<file path="src/rtl/npc_ctrl_pkg.sv">
// Shared types and constants for the NPC control path: sequencer state
// encoding, micro-command layout and decode-pattern constants.
package npc_ctrl_pkg;

    localparam int MICRO_LEN   = 7;
    localparam int PATTERN_LEN = 8;

    // {funct3, opcode[6:2]} of EBREAK
    localparam logic [PATTERN_LEN-1:0] EBREAK_PATTERN = 8'b00011100;

    typedef enum logic [2:0] {
        ST_IDLE   = 3'd0,
        ST_FETCH  = 3'd1,
        ST_DECODE = 3'd2,
        ST_EXEC   = 3'd3,
        ST_MEM    = 3'd4,
        ST_WB     = 3'd5,
        ST_HALT   = 3'd6,
        ST_ERR    = 3'd7
    } seq_state_e;

    typedef struct packed {
        logic       regen;
        logic       pcjen;
        logic       mwen;
        logic       pcren;
        logic [2:0] imm_type;
    } micro_cmd_t;

endpackage

</file>
<file path="src/rtl/npc_exec_sequencer_if.sv">
// Fetch, decode-table and store handshakes between the sequencer (master)
// and the rest of the core (slave).
interface npc_exec_sequencer_if import npc_ctrl_pkg::*; ();

    logic                   if_req;
    logic                   if_valid;
    logic [31:0]            if_inst;
    logic [PATTERN_LEN-1:0] lut_pattern;
    logic [MICRO_LEN-1:0]   micro_cmd;
    logic                   lut_hit;
    logic                   mem_req;
    logic                   mem_ack;

    modport master (
        output if_req, lut_pattern, mem_req,
        input  if_valid, if_inst, micro_cmd, lut_hit, mem_ack
    );

    modport slave (
        input  if_req, lut_pattern, mem_req,
        output if_valid, if_inst, micro_cmd, lut_hit, mem_ack
    );

endinterface

</file>
<file path="src/rtl/npc_exec_sequencer_fetch_watchdog.sv">
// Counts consecutive stalled FETCH cycles; expired fires on the stalled
// cycle that brings the count to FETCH_TIMEOUT, so the sequencer leaves
// FETCH on that same edge. Only built with NPC_FETCH_WATCHDOG_EN.
module fetch_watchdog #(
    parameter int unsigned FETCH_TIMEOUT = 16
) (
    input  logic clk,
    input  logic rst_n,
    input  logic clr,
    input  logic tick,
    output logic expired
);

    localparam int unsigned CW = $clog2(FETCH_TIMEOUT + 1);

    logic [CW-1:0] cnt_r;

    // stall counter: cleared outside FETCH, saturates at the limit
    always_ff @(posedge clk or negedge rst_n) begin
        if (!rst_n) begin
            cnt_r <= '0;
        end else if (clr) begin
            cnt_r <= '0;
        end else if (tick && (cnt_r != CW'(FETCH_TIMEOUT))) begin
            cnt_r <= cnt_r + CW'(1'b1);
        end else begin
            cnt_r <= cnt_r;
        end
    end

    assign expired = tick & (cnt_r == CW'(FETCH_TIMEOUT - 32'd1));

endmodule

</file>
<file path="src/rtl/npc_exec_sequencer.sv">
// NPC multi-cycle control sequencer: FETCH -> DECODE -> EXEC -> [MEM] -> WB.
// Forms the decode-table pattern, registers the returned micro command and
// issues the per-phase strobes. Stops in HALT on EBREAK and in ERR on a
// decode miss. Optional fetch watchdog: define NPC_FETCH_WATCHDOG_EN.
module npc_exec_sequencer import npc_ctrl_pkg::*; #(
    parameter int unsigned CNT_W         = 32,
    parameter int unsigned FETCH_TIMEOUT = 16
) (
    input  logic                        clk,
    input  logic                        rst_n,
    input  logic                        start,
    npc_exec_sequencer_if.master        bus,
    output logic [2:0]                  imm_type,
    output logic                        pc_sel_jump,
    output logic                        pc_sel_reg,
    output logic                        rf_we,
    output logic                        pc_we,
    output logic                        busy,
    output logic                        halt,
    output logic                        err,
    output logic [CNT_W-1:0]            retire_cnt
);

    seq_state_e             state_r;
    seq_state_e             state_next_s;
    logic [31:0]            inst_r;
    micro_cmd_t             ucmd_r;
    logic [CNT_W-1:0]       retire_cnt_r;
    logic [PATTERN_LEN-1:0] pattern_s;
    logic                   wd_expired_s;
    logic                   if_req_s;
    logic                   mem_req_s;
    logic                   unused_inst_s;

    assign pattern_s     = {inst_r[14:12], inst_r[6:2]};
    assign unused_inst_s = ^{inst_r[31:15], inst_r[11:7], inst_r[1:0]};

`ifdef NPC_FETCH_WATCHDOG_EN
    logic wd_clr_s;
    logic wd_tick_s;

    assign wd_clr_s  = (state_r != ST_FETCH);
    assign wd_tick_s = (state_r == ST_FETCH) & ~bus.if_valid;

    fetch_watchdog #(
        .FETCH_TIMEOUT (FETCH_TIMEOUT)
    ) u_fetch_watchdog (
        .clk     (clk),
        .rst_n   (rst_n),
        .clr     (wd_clr_s),
        .tick    (wd_tick_s),
        .expired (wd_expired_s)
    );
`else
    logic unused_timeout_s;

    assign unused_timeout_s = (FETCH_TIMEOUT == 32'd0);
    assign wd_expired_s     = 1'b0;
`endif

    // state register
    always_ff @(posedge clk or negedge rst_n) begin
        if (!rst_n) begin
            state_r <= ST_IDLE;
        end else begin
            state_r <= state_next_s;
        end
    end

    // next-state decision
    always_comb begin
        state_next_s = state_r;
        case (state_r)
            ST_IDLE: begin
                if (start) state_next_s = ST_FETCH;
                else       state_next_s = ST_IDLE;
            end
            ST_FETCH: begin
                if (bus.if_valid)      state_next_s = ST_DECODE;
                else if (wd_expired_s) state_next_s = ST_ERR;
                else                   state_next_s = ST_FETCH;
            end
            ST_DECODE: begin
                if (!bus.lut_hit)                     state_next_s = ST_ERR;
                else if (pattern_s == EBREAK_PATTERN) state_next_s = ST_HALT;
                else                                  state_next_s = ST_EXEC;
            end
            ST_EXEC: begin
                if (ucmd_r.mwen) state_next_s = ST_MEM;
                else             state_next_s = ST_WB;
            end
            ST_MEM: begin
                if (bus.mem_ack) state_next_s = ST_WB;
                else             state_next_s = ST_MEM;
            end
            ST_WB:   state_next_s = ST_FETCH;
            ST_HALT: state_next_s = ST_HALT;
            ST_ERR:  state_next_s = ST_ERR;
            default: state_next_s = ST_ERR;
        endcase
    end

    // per-state strobes and status decoded from the state register
    always_comb begin
        if_req_s  = 1'b0;
        mem_req_s = 1'b0;
        pc_we     = 1'b0;
        rf_we     = 1'b0;
        busy      = 1'b0;
        halt      = 1'b0;
        err       = 1'b0;
        case (state_r)
            ST_IDLE:   busy = 1'b0;
            ST_FETCH:  begin if_req_s = 1'b1; busy = 1'b1; end
            ST_DECODE: busy = 1'b1;
            ST_EXEC:   busy = 1'b1;
            ST_MEM:    begin mem_req_s = 1'b1; busy = 1'b1; end
            ST_WB:     begin pc_we = 1'b1; rf_we = ucmd_r.regen; busy = 1'b1; end
            ST_HALT:   halt = 1'b1;
            ST_ERR:    err = 1'b1;
            default:   err = 1'b1;
        endcase
    end

    assign bus.if_req      = if_req_s;
    assign bus.mem_req     = mem_req_s;
    assign bus.lut_pattern = pattern_s;

    // instruction register, loaded only on an accepted fetch
    always_ff @(posedge clk or negedge rst_n) begin
        if (!rst_n) begin
            inst_r <= 32'd0;
        end else if ((state_r == ST_FETCH) && bus.if_valid) begin
            inst_r <= bus.if_inst;
        end else begin
            inst_r <= inst_r;
        end
    end

    // micro command captured in DECODE and held until the next DECODE
    always_ff @(posedge clk or negedge rst_n) begin
        if (!rst_n) begin
            ucmd_r <= '0;
        end else if (state_r == ST_DECODE) begin
            ucmd_r <= micro_cmd_t'(bus.micro_cmd);
        end else begin
            ucmd_r <= ucmd_r;
        end
    end

    // retired-instruction counter, wraps naturally
    always_ff @(posedge clk or negedge rst_n) begin
        if (!rst_n) begin
            retire_cnt_r <= '0;
        end else if (state_r == ST_WB) begin
            retire_cnt_r <= retire_cnt_r + CNT_W'(1'b1);
        end else begin
            retire_cnt_r <= retire_cnt_r;
        end
    end

    assign imm_type    = ucmd_r.imm_type;
    assign pc_sel_jump = ucmd_r.pcjen;
    assign pc_sel_reg  = ucmd_r.pcren;
    assign retire_cnt  = retire_cnt_r;

endmodule

</file>
<file path="src/flat_wrapper.sv">
// flat-port wrapper written by rule: the top's interface ports become plain ports
module npc_exec_sequencer_flat import npc_ctrl_pkg::*;
#(
    parameter int unsigned CNT_W         = 32,
    parameter int unsigned FETCH_TIMEOUT = 16
)
  (clk, rst_n, start, imm_type, pc_sel_jump, pc_sel_reg, rf_we, pc_we, busy, halt, err, retire_cnt, bus_if_req, bus_lut_pattern, bus_mem_req, bus_if_valid, bus_if_inst, bus_micro_cmd, bus_lut_hit, bus_mem_ack);
  npc_exec_sequencer_if bus_i ();
  input  logic clk;
  input  logic rst_n;
  input  logic start;
  output logic [2:0] imm_type;
  output logic pc_sel_jump;
  output logic pc_sel_reg;
  output logic rf_we;
  output logic pc_we;
  output logic busy;
  output logic halt;
  output logic err;
  output logic [CNT_W-1:0] retire_cnt;
  output wire logic [$bits(bus_i.if_req)-1:0] bus_if_req;
  output wire logic [$bits(bus_i.lut_pattern)-1:0] bus_lut_pattern;
  output wire logic [$bits(bus_i.mem_req)-1:0] bus_mem_req;
  input wire logic [$bits(bus_i.if_valid)-1:0] bus_if_valid;
  input wire logic [$bits(bus_i.if_inst)-1:0] bus_if_inst;
  input wire logic [$bits(bus_i.micro_cmd)-1:0] bus_micro_cmd;
  input wire logic [$bits(bus_i.lut_hit)-1:0] bus_lut_hit;
  input wire logic [$bits(bus_i.mem_ack)-1:0] bus_mem_ack;
  assign bus_if_req = bus_i.if_req;
  assign bus_lut_pattern = bus_i.lut_pattern;
  assign bus_mem_req = bus_i.mem_req;
  assign bus_i.if_valid = bus_if_valid;
  assign bus_i.if_inst = bus_if_inst;
  assign bus_i.micro_cmd = bus_micro_cmd;
  assign bus_i.lut_hit = bus_lut_hit;
  assign bus_i.mem_ack = bus_mem_ack;
  npc_exec_sequencer #(.CNT_W(CNT_W), .FETCH_TIMEOUT(FETCH_TIMEOUT)) u_core (.clk(clk), .rst_n(rst_n), .start(start), .bus(bus_i), .imm_type(imm_type), .pc_sel_jump(pc_sel_jump), .pc_sel_reg(pc_sel_reg), .rf_we(rf_we), .pc_we(pc_we), .busy(busy), .halt(halt), .err(err), .retire_cnt(retire_cnt));
endmodule
</file>
<file path="config.mk">
export PLATFORM = sky130hd
export DESIGN_NAME = npc_exec_sequencer_flat
export DESIGN_NICKNAME = d
export VERILOG_FILES = /design/src/rtl/npc_ctrl_pkg.sv /design/src/rtl/npc_exec_sequencer_if.sv /design/src/rtl/npc_exec_sequencer_fetch_watchdog.sv /design/src/rtl/npc_exec_sequencer.sv /design/src/flat_wrapper.sv
export SDC_FILE = /design/constraint.sdc
export NUM_CORES = 1
export LEC_CHECK = 0
export CAP_MARGIN = 5
export CORE_MARGIN = 3
export CORE_UTILIZATION = 60
export CTS_BUF_LIST = sky130_fd_sc_hd__clkbuf_4
export DETAILED_ROUTE_END_ITERATION = 8
export DONT_BUFFER_PORTS = 1
export GPL_TIMING_DRIVEN = 0
export PLACE_DENSITY = 0.79
export SKIP_LAST_GASP = 1
export SLEW_MARGIN = 10
export SYNTH_ARGS = -nofsm -noshare
export SYNTH_HDL_FRONTEND = slang
export SYNTH_SLANG_ARGS = --single-unit
</file>
<file path="constraint.sdc">
create_clock -name clk -period 3 [get_ports clk]
set_input_delay 0.6 -clock clk [delete_from_list [all_inputs] [get_ports clk]]
set_output_delay 0.6 -clock clk [all_outputs]
set_load 0.01 [all_outputs]
</file>
After elaboration in Yosys (flattened, before gate mapping)
Cells that the tools add are included.

storage, ports and cells
  bits in registers = 57
  bits in latches = 0
  bits in writable memories = 0
  memory bits (read-only) = 0
  memories = 0

cells by class
  $add $sub $neg = 1
  multipliers = 0
  divide/modulo/power cells = 0
  order comparisons = 0
  equal/unequal tests = 8
  shifts and indexed selects = 0
  multiplexer cells = 14
  bitwise logic cells = 0
  reduce and logical (&&, ||, !) cells = 3

operator list
  cell                   number
  $add 32x1->32 const B  1
  $pmux 3 s8             1
  $eq 3x3->1 const B     4
  $mux 1                 10
  $eq 8x5->1 const B     1
  $eq 3x2->1 const B     2
  $mux 3                 2
  $reduce_or 5->1        1
  $eq 3x1->1 const B     1
  $logic_not 3->1        1
  $mux 2                 1
  $logic_and 1x1->1      1

Depth between registers and ports, before layout
  depth in word-level cells = 4
  gate-level depth with buffers = 6

Least setup slack after synthesis
Ideal clock, no wire load.

  kind = reg-to-output
  start point = reg u_core.state_r[2]
  end point = out rf_we
  arrival = 1.280 ns
  path slack = 1.120 ns
  stages on the path, launching flop included = 5
  buffers on the path = 2
  cells stage by stage = dfrtp_1 clkbuf_1 and3_1 clkbuf_1 and2_1

between the ends
  cells in the longest elaborated chain, start to end = 2

RTL lines
  item                    line                       source
  start, declared         npc_exec_sequencer.sv:24   seq_state_e state_r;
  start signal, assigned  npc_exec_sequencer.sv:66   state_r <= state_next_s;
  $eq 3x3->1              npc_exec_sequencer.sv:112  case (state_r)
  $mux 1                  npc_exec_sequencer.sv:112
  end, declared           flat_wrapper.sv:15         output logic rf_we;

No other way between the ends.

Final worst setup path
Same ends and word-level chain as after synthesis.

==> summary.md <==
| Metric | Value |
|---|---|
| Clock Tree Buf Depth | 2 |
| Post-Syn Nets | 245 |
| H-Tree Depth | 2 |
| Yosys reg bits | 50 |
| Worst setup path category | flip-flop to output port |
| Routed len/inst | 17.27 um |
| Max_cap viols | 0 |
| Area Growth Syn to Fin | 5.953% |
| Ys flop type | dfrtp_1 |
| Fin crit period | 2491 ps |
| Residual DRC count | 0 |
| Initial Util | 63.44% |
| Num rows | 22 |
| First-pass GRT wire length | 7210 um |
| Placed standard-cell area | 2435 um2 |
| Chip Height | 68.91 um |
| Fin worst setup slack | 508.7 ps |
| Seq pwr share | 56.5% |
| Final TNS setup | 0 ps |
| Number of synthesized flops with an enable pin | 0 |
| Clk_lat worst skew | 370 ps |
| Leakage | 1.168 nW |
| Status | finished, final reports clean |
| Synth top area share | 52.69% |
| Post-synth top cells | dfrtp_1, nand2_1, xor2_1, mux2_2, xnor2_1 |
| Inserted Clock Buffers | 5 |
| Placement Setup Slack | 888.7 ps |
| Vias per cell | 5.930 |
| CTS sink cnt | 50 |
| Ports | 97 |
| Hold crit path type | input port to async pin |
| Yosys top cell by area | dfrtp_1 |
| Startpoint types | flip-flop |
| Ys async rst share | 100.0% |
| Final Hold Viols | 0 |
| Max_slew headroom | 54.51% |
| Switching pwr | 0.6409 mW |
| CTS root buf | clkbuf_4 |
| Post-CTS Resized | 0 |
| # nets final | 253 |
| Period utilisation layout | 83.04% |
| Vias | 1,518 |
| Net Sw Frac | 35.17% |
| Largest net degree at the start of global routing | 51 |
| Initial antenna violation count | 0 |
| Detail Route Antenna Nets | 0 |
| Share of cells above drive strength 1 | 21.15% |
| DR pass1 iterations | 4 |
| Min Hold Slack | 60.86 ps |
| Register area share after synthesis | 52.69% |
| Iter 0 DRT Violations | 109 |
| Chip width | 68.91 um |
| Total gr overflow | 0 |
| R2R depth | 6 |
| Drt total wl | 4420 um |
| CP Capture Type | output port |
| Internal power | 1.182 mW |
| Largest register FFs | 32 |
| Hpwl dp | 3249 um |
| CTS tree | done |
| Worst-Margin Slew | 680.6 ps |
| Critical Path RT | 2400 ps |
| Yosys warnings | 0 |
| Achievable frequency | 0.4014 GHz |
| Final Setup Violations | 0 |
| Clock power frac | 16.3% |
| Reg clk slew, reported paths | 130 ps |
| Final instance area | 2516 um2 |
| Cell variety after synth | 40 |
| Ant. Diodes | 0 |
| Syn_area_per_cell | 11.93 um2 |
| Largest cells by area after synthesis | dfrtp_1, mux2_2, xor2_1 |
| Total GRT Usage | 20.60% |
| Syn Inst Count | 199 |
| Most frequent cell after synthesis | dfrtp_1 |
| Comb pwr share | 27.3% |
| Max-slew violation count | 0 |
| Maximum fanout along the worst path | 10 |
| Power per cell area | 724.3 nW/um2 |
| DIE AREA | 4749 um2 |
| RSZ-0062 raised after global routing | no |
| Arrival time worst endpoint | 1890 ps |
| Core area | 3744 um2 |
| Post-CTS Setup Inserts | 0 |
| Worst Skew | 10.13 ps |
| Synth Cell Area | 2375 um2 |
| Routability cong. | 0.7418 |
| IO buf count | 0 |
| Worst vdd ir | 0.0004841 V |
| Number of global-route vias before repair | 1,572 |
layer usage:
layer | vias to the layer above | global-route usage (%) | share of wire (%)
met5 | - | 0 | 0
met4 | 0 | 8.759 | 1.3
met3 | 7 | 6.645 | 7.9
met2 | 60 | 35.36 | 51
met1 | 746 | 23.46 | 39
li1 | 705 | - | -
repair_timing:
action                                 4_1_cts  5_1_grt
hold buffers                                 1        0
endpoints found under the hold margin       50        0
setup endpoints to repair                    0        0
cell usage in the layout (no fill, tap or decap), types with 3 or more instances in the layout:
cell type | netlist | routed
and3_1 | 5 | 5
buf_4 | 3 | 3
clkbuf_1 | 3 | 3
clkbuf_4 | 0 | 6
dfrtp_1 | 50 | 50
inv_1 | 6 | 6
mux2_2 | 15 | 15
nand2_1 | 16 | 16
nand3_1 | 6 | 6
nand4_1 | 6 | 6
nor2_1 | 8 | 8
nor3_1 | 7 | 7
nor3b_1 | 3 | 3
nor4_2 | 3 | 3
o21ai_0 | 3 | 3
xnor2_1 | 15 | 15
xor2_1 | 16 | 16
final timing paths:
kind	from	slack [ps]	end
worst min-delay path	rst_n	60	u_core.retire_cnt[18]$_DFFE_PN0P_
worst min register to register	u_core.imm_type[1]$_DFFE_PN0P_	530	u_core.imm_type[1]$_DFFE_PN0P_
max in group asynchronous	rst_n	2720	u_core.retire_cnt[27]$_DFFE_PN0P_
min in group clk	bus_micro_cmd[4]	360	u_core.ucmd_r[4]$_DFFE_PN0P_
worst max-delay path	u_core.state_r[2]$_DFF_PN0_	510	rf_we
worst max register to register	u_core.retire_cnt[0]$_DFFE_PN0P_	930	u_core.retire_cnt[20]$_DFFE_PN0P_
cell type report:
| type | instances | area, um2 |
|---|---|---|
| flip-flops and latches | 50 | 1251 |
| fillers | 306 | 1227 |
| multi-input cells | 133 | 1035 |
| plain buffers | 10 | 66.31 |
| well taps | 48 | 60.06 |
| clock buffers | 6 | 45.04 |
| repair buffers | 1 | 27.53 |
| inverters | 6 | 22.52 |
| clock inverters | 2 | 8.758 |
metrics by stage:
| step | total power [mW] | std cells | util [%] |
|---|---|---|---|
| finish | 1.823 | 256 | 67.21 |
| global route | 1.963 | 256 | 67.21 |
| CTS | 1.846 | 256 | 67.21 |
| detailed placement | 1.532 | 247 | 65.04 |
| global placement | 1.497 | 247 | 65.04 |
| floorplan | 1.424 | 199 | - |
power groups by stage:
stage / combinational, mW / clock, mW / sequential (mW)
2_1_floorplan: 0.421 / 0 / 1.00
3_3_place_gp: 0.462 / 0 / 1.03
5_1_grt: 0.562 / 0.344 / 1.06
4_1_cts: 0.504 / 0.309 / 1.03
6_report: 0.497 / 0.296 / 1.03
3_5_place_dp: 0.486 / 0 / 1.05
cells by family (layout without fill, tap and decap cells):
group	after synthesis	after routing	synth area share (%)
mux	15	15	7.113
compound gates	8	8	2.107
fa+ha+maj	1	1	0.5268
flops	50	50	52.69
simple gates	78	78	22.39
xor+xnor	31	31	11.43
buf+inv	16	25	3.741
worst max-delay path: stages, from the launching register on:
cell      delay, ps
dfrtp_1         440
clkbuf_1        330
and3_1          200
clkbuf_1        310
and2_1          250
Power figures use the tool's default switching activity.
